$ cat src/rtl/dp_dmi_pkg.sv
// Shared types and helpers for the DMI sequencing controller (dp_dmi_ctrl).
// Holds op/status/state encodings plus the sticky-status merge helpers.
package dp_dmi_pkg;

    localparam int DMI_ABITS = 7;

    typedef enum logic [1:0] {
        NOP   = 2'd0,
        READ  = 2'd1,
        WRITE = 2'd2,
        RSVD  = 2'd3
    } dmi_op_e;

    typedef enum logic [1:0] {
        OK     = 2'd0,
        FAILED = 2'd2,
        BUSY   = 2'd3
    } dmi_stat_e;

    typedef enum logic [1:0] {
        IDLE = 2'd0,
        REQ  = 2'd1,
        RSP  = 2'd2
    } ctrl_state_e;

    // Sticky status only ever climbs: OK(0) < FAILED(2) < BUSY(3).
    function automatic logic [1:0] stat_merge(input logic [1:0] cur, input logic [1:0] ev);
        return (ev > cur) ? ev : cur;
    endfunction

    function automatic logic [1:0] rsp_to_stat(input logic [1:0] rsp_op);
        logic [1:0] st;
        case (rsp_op)
            2'd2:    st = FAILED;
            2'd3:    st = BUSY;
            default: st = OK;
        endcase
        return st;
    endfunction

endpackage

$ cat src/rtl/dp_dmi_watchdog.sv
// Cycle counter with clear and an expire flag; used for the DM response
// timeout when DP_DMI_TIMEOUT_EN is defined.
module dp_dmi_watchdog #(
    parameter int LIMIT = 255
) (
    input  logic iclk,
    input  logic iresetn,
    input  logic clr,
    input  logic en,
    output logic expired
);

    localparam int CW = (LIMIT > 1) ? $clog2(LIMIT) : 1;

    logic [CW-1:0] cnt_r;
    logic [CW-1:0] cnt_s;

    // Expires during the LIMIT-th enabled cycle so the abort lands on that edge.
    assign expired = en && (cnt_r == CW'(LIMIT - 1));

    // Next count: hold at the limit, restart on clear or when idle.
    always_comb begin
        cnt_s = cnt_r;
        if (clr || !en) begin
            cnt_s = '0;
        end else if (!expired) begin
            cnt_s = cnt_r + CW'(1);
        end else begin
            cnt_s = cnt_r;
        end
    end

    // Count register.
    always_ff @(posedge iclk) begin
        if (!iresetn) begin
            cnt_r <= '0;
        end else begin
            cnt_r <= cnt_s;
        end
    end

endmodule

$ cat src/rtl/dp_dmi_ctrl.sv
// DMI access sequencer between the DTM and the debug module valid/ready bus.
// Optional DM response timeout is built when DP_DMI_TIMEOUT_EN is defined.
module dp_dmi_ctrl
    import dp_dmi_pkg::*;
#(
    parameter int ABITS = DMI_ABITS
`ifdef DP_DMI_TIMEOUT_EN
    ,
    parameter int TIMEOUT_CYC = 255
`endif
) (
    input  logic             iclk,
    input  logic             iresetn,
    input  logic             dmi_update,
    input  logic [ABITS-1:0] dmi_address,
    input  logic [31:0]      dmi_wdata,
    input  logic [1:0]       dmi_op,
    input  logic             dmireset,
    input  logic             dmihardreset,
    output logic [31:0]      dmi_rdata,
    output logic [1:0]       dmi_resp,
    output logic [1:0]       dmistat,
    output logic             dm_req_valid,
    input  logic             dm_req_ready,
    output logic [ABITS-1:0] dm_req_addr,
    output logic [31:0]      dm_req_data,
    output logic [1:0]       dm_req_op,
    input  logic             dm_rsp_valid,
    output logic             dm_rsp_ready,
    input  logic [31:0]      dm_rsp_data,
    input  logic [1:0]       dm_rsp_op
);

    ctrl_state_e      state_r, state_s;
    logic             req_valid_r, req_valid_s;
    logic             rsp_ready_r, rsp_ready_s;
    logic [ABITS-1:0] req_addr_r, req_addr_s;
    logic [31:0]      req_data_r, req_data_s;
    dmi_op_e          req_op_r, req_op_s;
    logic [31:0]      rdata_r, rdata_s;
    logic [1:0]       resp_r, resp_s;
    logic [1:0]       stat_r, stat_s;
    logic [1:0]       stat_base_s;
    logic [1:0]       stat_ev_s;
    logic             busy_err_s;
    logic             timeout_s;

`ifdef DP_DMI_TIMEOUT_EN
    dp_dmi_watchdog #(
        .LIMIT(TIMEOUT_CYC)
    ) u_watchdog (
        .iclk   (iclk),
        .iresetn(iresetn),
        .clr    ((state_s != state_r) || dmihardreset),
        .en     (state_r != IDLE),
        .expired(timeout_s)
    );
`else
    assign timeout_s = 1'b0;
`endif

    // dmireset acts before anything else this cycle, so an update alongside it sees a clean status.
    assign stat_base_s = dmireset ? 2'(OK) : stat_r;
    assign busy_err_s  = dmi_update && (state_r != IDLE) && (dmi_op != NOP);

    // Next-state and next-output logic for the transaction FSM.
    always_comb begin
        state_s     = state_r;
        req_valid_s = req_valid_r;
        rsp_ready_s = rsp_ready_r;
        req_addr_s  = req_addr_r;
        req_data_s  = req_data_r;
        req_op_s    = req_op_r;
        rdata_s     = rdata_r;
        resp_s      = resp_r;
        stat_ev_s   = OK;
        stat_s      = stat_base_s;
        if (dmihardreset) begin
            state_s     = IDLE;
            req_valid_s = 1'b0;
            rsp_ready_s = 1'b0;
            req_addr_s  = '0;
            req_data_s  = 32'd0;
            req_op_s    = NOP;
            rdata_s     = 32'd0;
            resp_s      = OK;
            stat_s      = OK;
        end else begin
            case (state_r)
                IDLE: begin
                    if (dmi_update && (dmi_op == READ || dmi_op == WRITE) && (stat_base_s == OK)) begin
                        state_s     = REQ;
                        req_valid_s = 1'b1;
                        req_addr_s  = dmi_address;
                        req_data_s  = dmi_wdata;
                        req_op_s    = dmi_op_e'(dmi_op);
                    end else if (dmi_update) begin
                        resp_s = stat_base_s;
                    end else begin
                        resp_s = resp_r;
                    end
                end
                REQ: begin
                    if (timeout_s) begin
                        state_s     = IDLE;
                        req_valid_s = 1'b0;
                        resp_s      = FAILED;
                        stat_ev_s   = FAILED;
                    end else if (dm_req_ready) begin
                        state_s     = RSP;
                        req_valid_s = 1'b0;
                        rsp_ready_s = 1'b1;
                    end else begin
                        req_valid_s = 1'b1;
                    end
                end
                RSP: begin
                    if (timeout_s) begin
                        state_s     = IDLE;
                        rsp_ready_s = 1'b0;
                        resp_s      = FAILED;
                        stat_ev_s   = FAILED;
                    end else if (dm_rsp_valid && rsp_ready_r) begin
                        state_s     = IDLE;
                        rsp_ready_s = 1'b0;
                        rdata_s     = (req_op_r == READ) ? dm_rsp_data : rdata_r;
                        resp_s      = dm_rsp_op;
                        stat_ev_s   = rsp_to_stat(dm_rsp_op);
                    end else begin
                        rsp_ready_s = 1'b1;
                    end
                end
                default: begin
                    state_s     = IDLE;
                    req_valid_s = 1'b0;
                    rsp_ready_s = 1'b0;
                end
            endcase
            // An overlapping update always reports busy, even if the response lands this cycle.
            resp_s = busy_err_s ? 2'(BUSY) : resp_s;
            stat_s = stat_merge(stat_merge(stat_base_s, stat_ev_s), busy_err_s ? 2'(BUSY) : 2'(OK));
        end
    end

    // State and output registers.
    always_ff @(posedge iclk) begin
        if (!iresetn) begin
            state_r     <= IDLE;
            req_valid_r <= 1'b0;
            rsp_ready_r <= 1'b0;
            req_addr_r  <= '0;
            req_data_r  <= 32'd0;
            req_op_r    <= NOP;
            rdata_r     <= 32'd0;
            resp_r      <= 2'd0;
            stat_r      <= 2'd0;
        end else begin
            state_r     <= state_s;
            req_valid_r <= req_valid_s;
            rsp_ready_r <= rsp_ready_s;
            req_addr_r  <= req_addr_s;
            req_data_r  <= req_data_s;
            req_op_r    <= req_op_s;
            rdata_r     <= rdata_s;
            resp_r      <= resp_s;
            stat_r      <= stat_s;
        end
    end

    assign dmi_rdata    = rdata_r;
    assign dmi_resp     = resp_r;
    assign dmistat      = stat_r;
    assign dm_req_valid = req_valid_r;
    assign dm_rsp_ready = rsp_ready_r;
    assign dm_req_addr  = req_addr_r;
    assign dm_req_data  = req_data_r;
    assign dm_req_op    = req_op_r;

endmodule

$ cat config.mk
export PLATFORM = sky130hd
export DESIGN_NAME = dp_dmi_ctrl
export DESIGN_NICKNAME = d
export VERILOG_FILES = /design/src/rtl/dp_dmi_pkg.sv /design/src/rtl/dp_dmi_watchdog.sv /design/src/rtl/dp_dmi_ctrl.sv
export SDC_FILE = /design/constraint.sdc
export NUM_CORES = 1
export LEC_CHECK = 0
export ABC_AREA = 1
export CAP_MARGIN = 20
export CORE_ASPECT_RATIO = 1.25
export CORE_MARGIN = 8
export CORE_UTILIZATION = 40
export DETAILED_ROUTE_END_ITERATION = 6
export GPL_TIMING_DRIVEN = 0
export PLACE_DENSITY = 0.79
export SYNTH_ARGS = -nofsm -noshare
export SYNTH_HDL_FRONTEND = slang
export SYNTH_SLANG_ARGS = --single-unit
$ cat constraint.sdc
create_clock -name iclk -period 2.7 [get_ports iclk]
set_input_delay 0.54 -clock iclk [delete_from_list [all_inputs] [get_ports iclk]]
set_output_delay 0.54 -clock iclk [all_outputs]
set_load 0.005 [all_outputs]
==> results of run 1 <==
[worst max path at each step]
| stage | startpoint | to | slack, ns | depth (start not counted) |
|---|---|---|---|---|
| after floorplan | state_r[0] | dmistat[0] | 0.39 | 19 |
| after global placement | dm_rsp_valid | dmistat[0] | -0.18 | 18 |
| after detailed placement | dm_rsp_valid | dmistat[0] | -0.24 | 18 |
| after CTS | state_r[0] | dmistat[0] | 0.10 | 19 |
| after global routing | dm_rsp_valid | dmistat[0] | 0.01 | 18 |
| final | dm_rsp_valid | dmistat[0] | 0.23 | 18 |
[per-stage QoR]
step | hold slack [ns] | setup TNS [ns] | total power, mW | std cells
3_5_place_dp | 0.438 | -0.241 | 1.61 | 677
2_1_floorplan | 0.440 | 0 | 1.39 | 422
6_report | 0.448 | 0 | 2.71 | 692
4_1_cts | 0.449 | 0 | 2.73 | 692
5_1_grt | 0.464 | 0 | 2.83 | 692
3_3_place_gp | 0.431 | -0.179 | 1.60 | 677
[layer usage]
layer  GRT usage [%]  up-vias
li1                -     1671
met1            19.2     1471
met2            29.5      110
met3            7.07        6
met4            4.86        0
met5               0        -
[state kept, by name, summed over array words and instances, names as in the netlist]
name          count
dm_req_data      32
dm_req_addr       7
dmi_rdata        32
dm_req_valid      1
dmi_resp          2
dm_rsp_ready      1
dmistat           2
dm_req_op         2
state_r           2
[timing repair]
item,4_1_cts,5_1_grt
gates resized for setup,0,5
hold endpoints to repair,0,0
endpoints found under the setup margin,0,1
hold buffers,0,0
[cells by family after synthesis]
family	synth area share [%]
buffers and inverters	11.6
adders and majority gates	4.24
AOI/OAI and AO/OA	19.9
and+or+nand+nor	14.2
DFF	50.0
[report_power, final]
part / switching, mW / internal (mW) / total (mW)
Sequential: 0.0174 / 1.23 / 1.24
Clock: 0.427 / 0.705 / 1.13
Combinational: 0.137 / 0.198 / 0.336
[cell type report]
class / count / share of cell area, %
Sequential cell: 81 / 31.0
Timing Repair Buffer: 160 / 30.6
Multi-Input combinational cell: 251 / 24.1
Inverter: 68 / 4.87
Clock inverter: 5 / 2.46
Clock buffer: 10 / 2.44
Buffer: 22 / 2.34
Tap cell: 95 / 2.27
[worst max-delay path: cells and delay by family]
| family | cells | cell delay, ns |
|---|---|---|
| buf+inv | 6 | 0.73 |
| simple gates | 8 | 0.68 |
| fa+ha+maj | 2 | 0.54 |
| compound gates | 2 | 0.21 |
[placed cells by master (no fill, tap or decap), drive strengths merged]
cell type      synthesis  routed
clkdlybuf4s50          0     160
dfxtp                 81      81
o21ai                 79      79
nor2                  77      77
inv                   68      68
a21oi                 45      45
nand2                 28      28
clkbuf                12      22
ha                    11      11
buf                   10      10
nand3                  6       6
bufinv                 0       4
o211ai                 2       2
nand4                  1       1
o22ai                  1       1
or2                    1       1
clkinv                 0       1
==> flow_summary.toml, run 1 <==
[worst_setup_path]
slowest_delay_ns = 0.47
cp-end-kind = "flop"
ff2ff_setup_slack_ns = 0.30
regToRegEndpoint = "dmistat[0]"
slowest_stage = "clkdlybuf4s50_1"
worstPathArrival_ns = 2.72
cp_cell_sequence = "clkdlybuf4s50_1 > nand2_2 > nor2_2 > inv_1 > nor2_1 > inv_1 > ha_1 > nand2_1 > nand2_1 > nand2_1 > nand2_1 > ha_1 > inv_1 > o22ai_1 > o21ai_0 > inv_1 > nand2_1 > inv_1"
reg2regPathDepth = 19
critPathRequiredTime_ns = 2.95
crit_type = "primary input to flop"
worstPathMaxFanout = 3
startpoint_type = "primary input"
timing.rr.start = "state_r[0]"

[floorplan]
rows = 36
initial_utilization_pct = 41.4
coreArea_um2 = 7840
num_io_pins = 161
die_h_um = 117
die_w_um = 96.6
dieArea_um2 = 11300

[min_path]
whs_path_depth = 2
whs_endpoint = "dm_req_data[10]"
hp-start = "dm_req_data[10]"
min_path_type = "flop to flop"

[cells_and_area]
stdcell_area_um2 = 5240
area_delta_synth_final_pct = 61.5
fill_cells = 637
drive_gt1_share_pct = 6.70
nets = 686
final_core_util_pct = 66.8
multi_input_area_um2 = 1260
antenna_cells = 0
seq_area_um2 = 1620

[grt]
grt_antenna_before_repair = 0
grt_use_total_pct = 17.3
grt_max_degree = 14
grt_overflow_total = 0
grt_pass1_vias = 3225
grt_pass1_wl_um = 15500

[routing]
routedWlPerCell_um = 14.3
route.detailed.drc = 0
vias = 3258
postRouteAntennaNets = 0
dr_wl_met2_um = 4860
route.met3.wl_um = 1090
wirelength_um = 9910
wl_met1_um = 3880
first_pass_iters = 5
routed.top_layer = "met4"
drt_iter0_markers = 170
viasPerCell = 4.71

[timing]
fin_crit_ns = 2.47
min_period_over_period_pct = 91.3
finalClockSkew_ns = 0.00960
rsz0062_at_grt = "false"
slew_headroom_pct = 70.7
worst_pin_slew_ns = 0.439
setup_ws_ns = 0.234
timing.final.hold_violations = 0
max_freq_mhz = 406
drv_slew = 0
finalSetupViolCount = 0

[cts]
cts_tree = "built"
cts-root-buf = "clkbuf_8"
cts_buffer_depth = 2
cts_buffers = 9
clkSinkCount = 81
path_clk_slew_ns = 0.09
clk_latency_ns = 0.35
htree_num_levels = 3
postCtsSetupRepairBufs = 0

[synthesis]
syn_nets = 515
synth_edf_count = 0
synth_top_area_cell = "dfxtp_1"
synth_top_area_share_pct = 50.0
syn_area_per_cell_um2 = 7.69
synth_common_cells = "81 x dfxtp_1, 75 x nor2_1, 66 x inv_1"
synthDistinctLibCells = 23
ys_ff_latch = 81
mappedNetlistArea_um2 = 3240
synth_most_common_cell = "dfxtp_1"
synth_area_leaders = "dfxtp_1 50%, o21ai_0 9.3%, nor2_1 8.7%"
synth-seq-area-share_pct = 50.0
syn_inst = 422
synth_warnings = 0
synth-main-ff-cell = "dfxtp_1"
async_reset_ff_share_pct = 0

[run]
drv_cap = 0

[run_status]
status = "complete, no violations"

[placement]
place.gp.congestion = 0.780
place_hpwl_um = 7710
port_buffers = 160
dpl-instance-area_um2 = 4960
preCtsSetupSlack_ns = -0.241

[power_and_ir_drop]
total_leakage_power_nw = 2.09
irDropWorstVdd_mv = 0.308
power_density_nw_per_um2 = 517
Power figures use the tool's default switching activity.
==> run 2, diff against run 1 <==
==> constraint.sdc (replaced) <==
create_clock -name iclk -period 2.56 [get_ports iclk]
set_input_delay 0.512 -clock iclk [delete_from_list [all_inputs] [get_ports iclk]]
set_output_delay 0.512 -clock iclk [all_outputs]
set_load 0.005 [all_outputs]
==> run 2 against run 1 <==
Compared with the run above:
- sequential power rose by 6%
- worst setup slack worse by 0.067 ns
- sequential cell count is the same
- clock skew is 0.0038 ns higher
- via count is 0.12% lower
- combinational power rose by 6.5%
- utilization increased by 0.46 points
- count of clock-buffer cells in the layout is the same
- critical path type unchanged
==> flow_summary.toml, run 2 (synthesis gave the netlist of run 1 again) <==
[grt]
grt_overflow_total = 0
grt_use_total_pct = 17.4
grt_antenna_before_repair = 0
grt_pass1_vias = 3231
grt_max_degree = 14
grt_pass1_wl_um = 15600

[floorplan]
dieArea_um2 = 11300
initial_utilization_pct = 41.4
num_io_pins = 161
coreArea_um2 = 7840
die_w_um = 96.6
die_h_um = 117
rows = 36

[worst_setup_path]
cp_top_family = "buffers and inverters"
critPathRequiredTime_ns = 2.82
crit_type = "primary input to flop"
cp_cell_sequence = "clkdlybuf4s50_1 > nand2_1 > nor2_4 > inv_1 > nor2_1 > inv_1 > ha_1 > nand2_2 > nand2_1 > nand2_1 > nand2_1 > ha_1 > inv_1 > o22ai_2 > o21ai_1 > inv_1 > nand2_1 > inv_1"
worstPathMaxFanout = 3
worst-path-buf-inv = 6
slowest_delay_ns = 0.47
slowest_stage = "clkdlybuf4s50_1"
worstPathArrival_ns = 2.65
startpoint_type = "primary input"
cp-end-kind = "flop"

[routing]
drt_iter0_markers = 147
first_pass_iters = 6
wirelength_um = 9970
route.detailed.drc = 0
route.met3.wl_um = 1060
postRouteAntennaNets = 0
routedWlPerCell_um = 14.3
viasPerCell = 4.68
wl_met1_um = 3970
vias = 3254
dr_wl_met2_um = 4910
routed.top_layer = "met4"

[timing]
drv_slew = 0
setup_ws_ns = 0.167
fin_crit_ns = 2.39
finalClockSkew_ns = 0.0134
slew_headroom_pct = 70.9
worst_pin_slew_ns = 0.437
max_freq_mhz = 418
min_period_over_period_pct = 93.5
finalSetupViolCount = 0
timing.final.hold_violations = 0

[cts]
clkSinkCount = 81
cts-root-buf = "clkbuf_8"
cts_tree = "built"
path_clk_slew_ns = 0.09
cts_buffers = 9
htree_num_levels = 3
holdBufCountCts = 0
cts_buffer_depth = 2
clk_latency_ns = 0.35

[cells_and_area]
final_common_cell = "clkdlybuf4s50_1"
fill_cells = 635
stdcell_area_um2 = 5280
fin_cells = 695
drive_gt1_share_pct = 7.50
final_cell_mix = "160 x clkdlybuf4s50_1, 81 x dfxtp_1, 74 x nor2_1"
multi_input_area_um2 = 1280
antenna_cells = 0
area_delta_synth_final_pct = 62.6
seq_area_um2 = 1620
nets = 689

[power_and_ir_drop]
total_power_mw = 2.87
total_leakage_power_nw = 2.10
irDropWorstVdd_mv = 0.325
power_density_nw_per_um2 = 543

[placement]
port_buffers = 160
dp_cells = 677
place.gp.congestion = 0.780
place_hpwl_um = 7710
preCtsSetupSlack_ns = -0.353
dpl-instance-area_um2 = 4960

[run_status]
status = "complete, no violations"

[min_path]
min_path_type = "flop to flop"

[run]
drv_cap = 0
## run 2: cell type report
type / count / share of cell area, %
flip-flops and latches: 81 / 30.7
clock inverters: 5 / 2.44
repair buffers: 163 / 30.8
inverters: 68 / 4.84
well taps: 95 / 2.25
clock buffers: 10 / 2.42
plain buffers: 22 / 2.32
multi-input cells: 251 / 24.2
## run 2: what timing repair did
item,in CTS,in global routing
gates resized for setup,1,8
buffers inserted,0,3
setup endpoints to repair,1,1
pin swaps,0,3
## run 2: per-stage QoR
stage / utilization (%) / hold WS, ns / TNS (ns)
CTS: 66.7 / 0.449 / 0
floorplan: - / 0.440 / 0
global route: 67.3 / 0.464 / -0.0297
finish: 67.3 / 0.448 / 0
detailed placement: 63.3 / 0.438 / -0.353
global placement: 63.3 / 0.431 / -0.291
## run 2: worst paths after layout
check / startpoint / cells after the start / slack (ns) / end
hold reg to reg: dm_req_data[10] / 2 / 0.45 / dm_req_data[10]
hold / removal: dm_req_data[10] / 2 / 0.45 / dm_req_data[10]
setup reg to reg: state_r[0] / 19 / 0.20 / dmistat[0]
setup / recovery: dm_rsp_op[1] / 18 / 0.17 / dmistat[0]
## run 2: layer usage
layer  track usage, %  up-vias
li1                 -     1676
met1             19.2     1470
met2             29.7      106
met3             7.07        2
met4             4.86        0
met5                0        -
## run 2: power breakdown
part           switching, mW  internal (mW)
Combinational          0.146          0.212
Clock                  0.453          0.744
Sequential            0.0185           1.29
Total                  0.618           2.25
## run 2: worst min-delay path, cell delays in order (launching register included)
cell     delay, ns
dfxtp_1       0.32
inv_1         0.05
a21oi_1       0.05
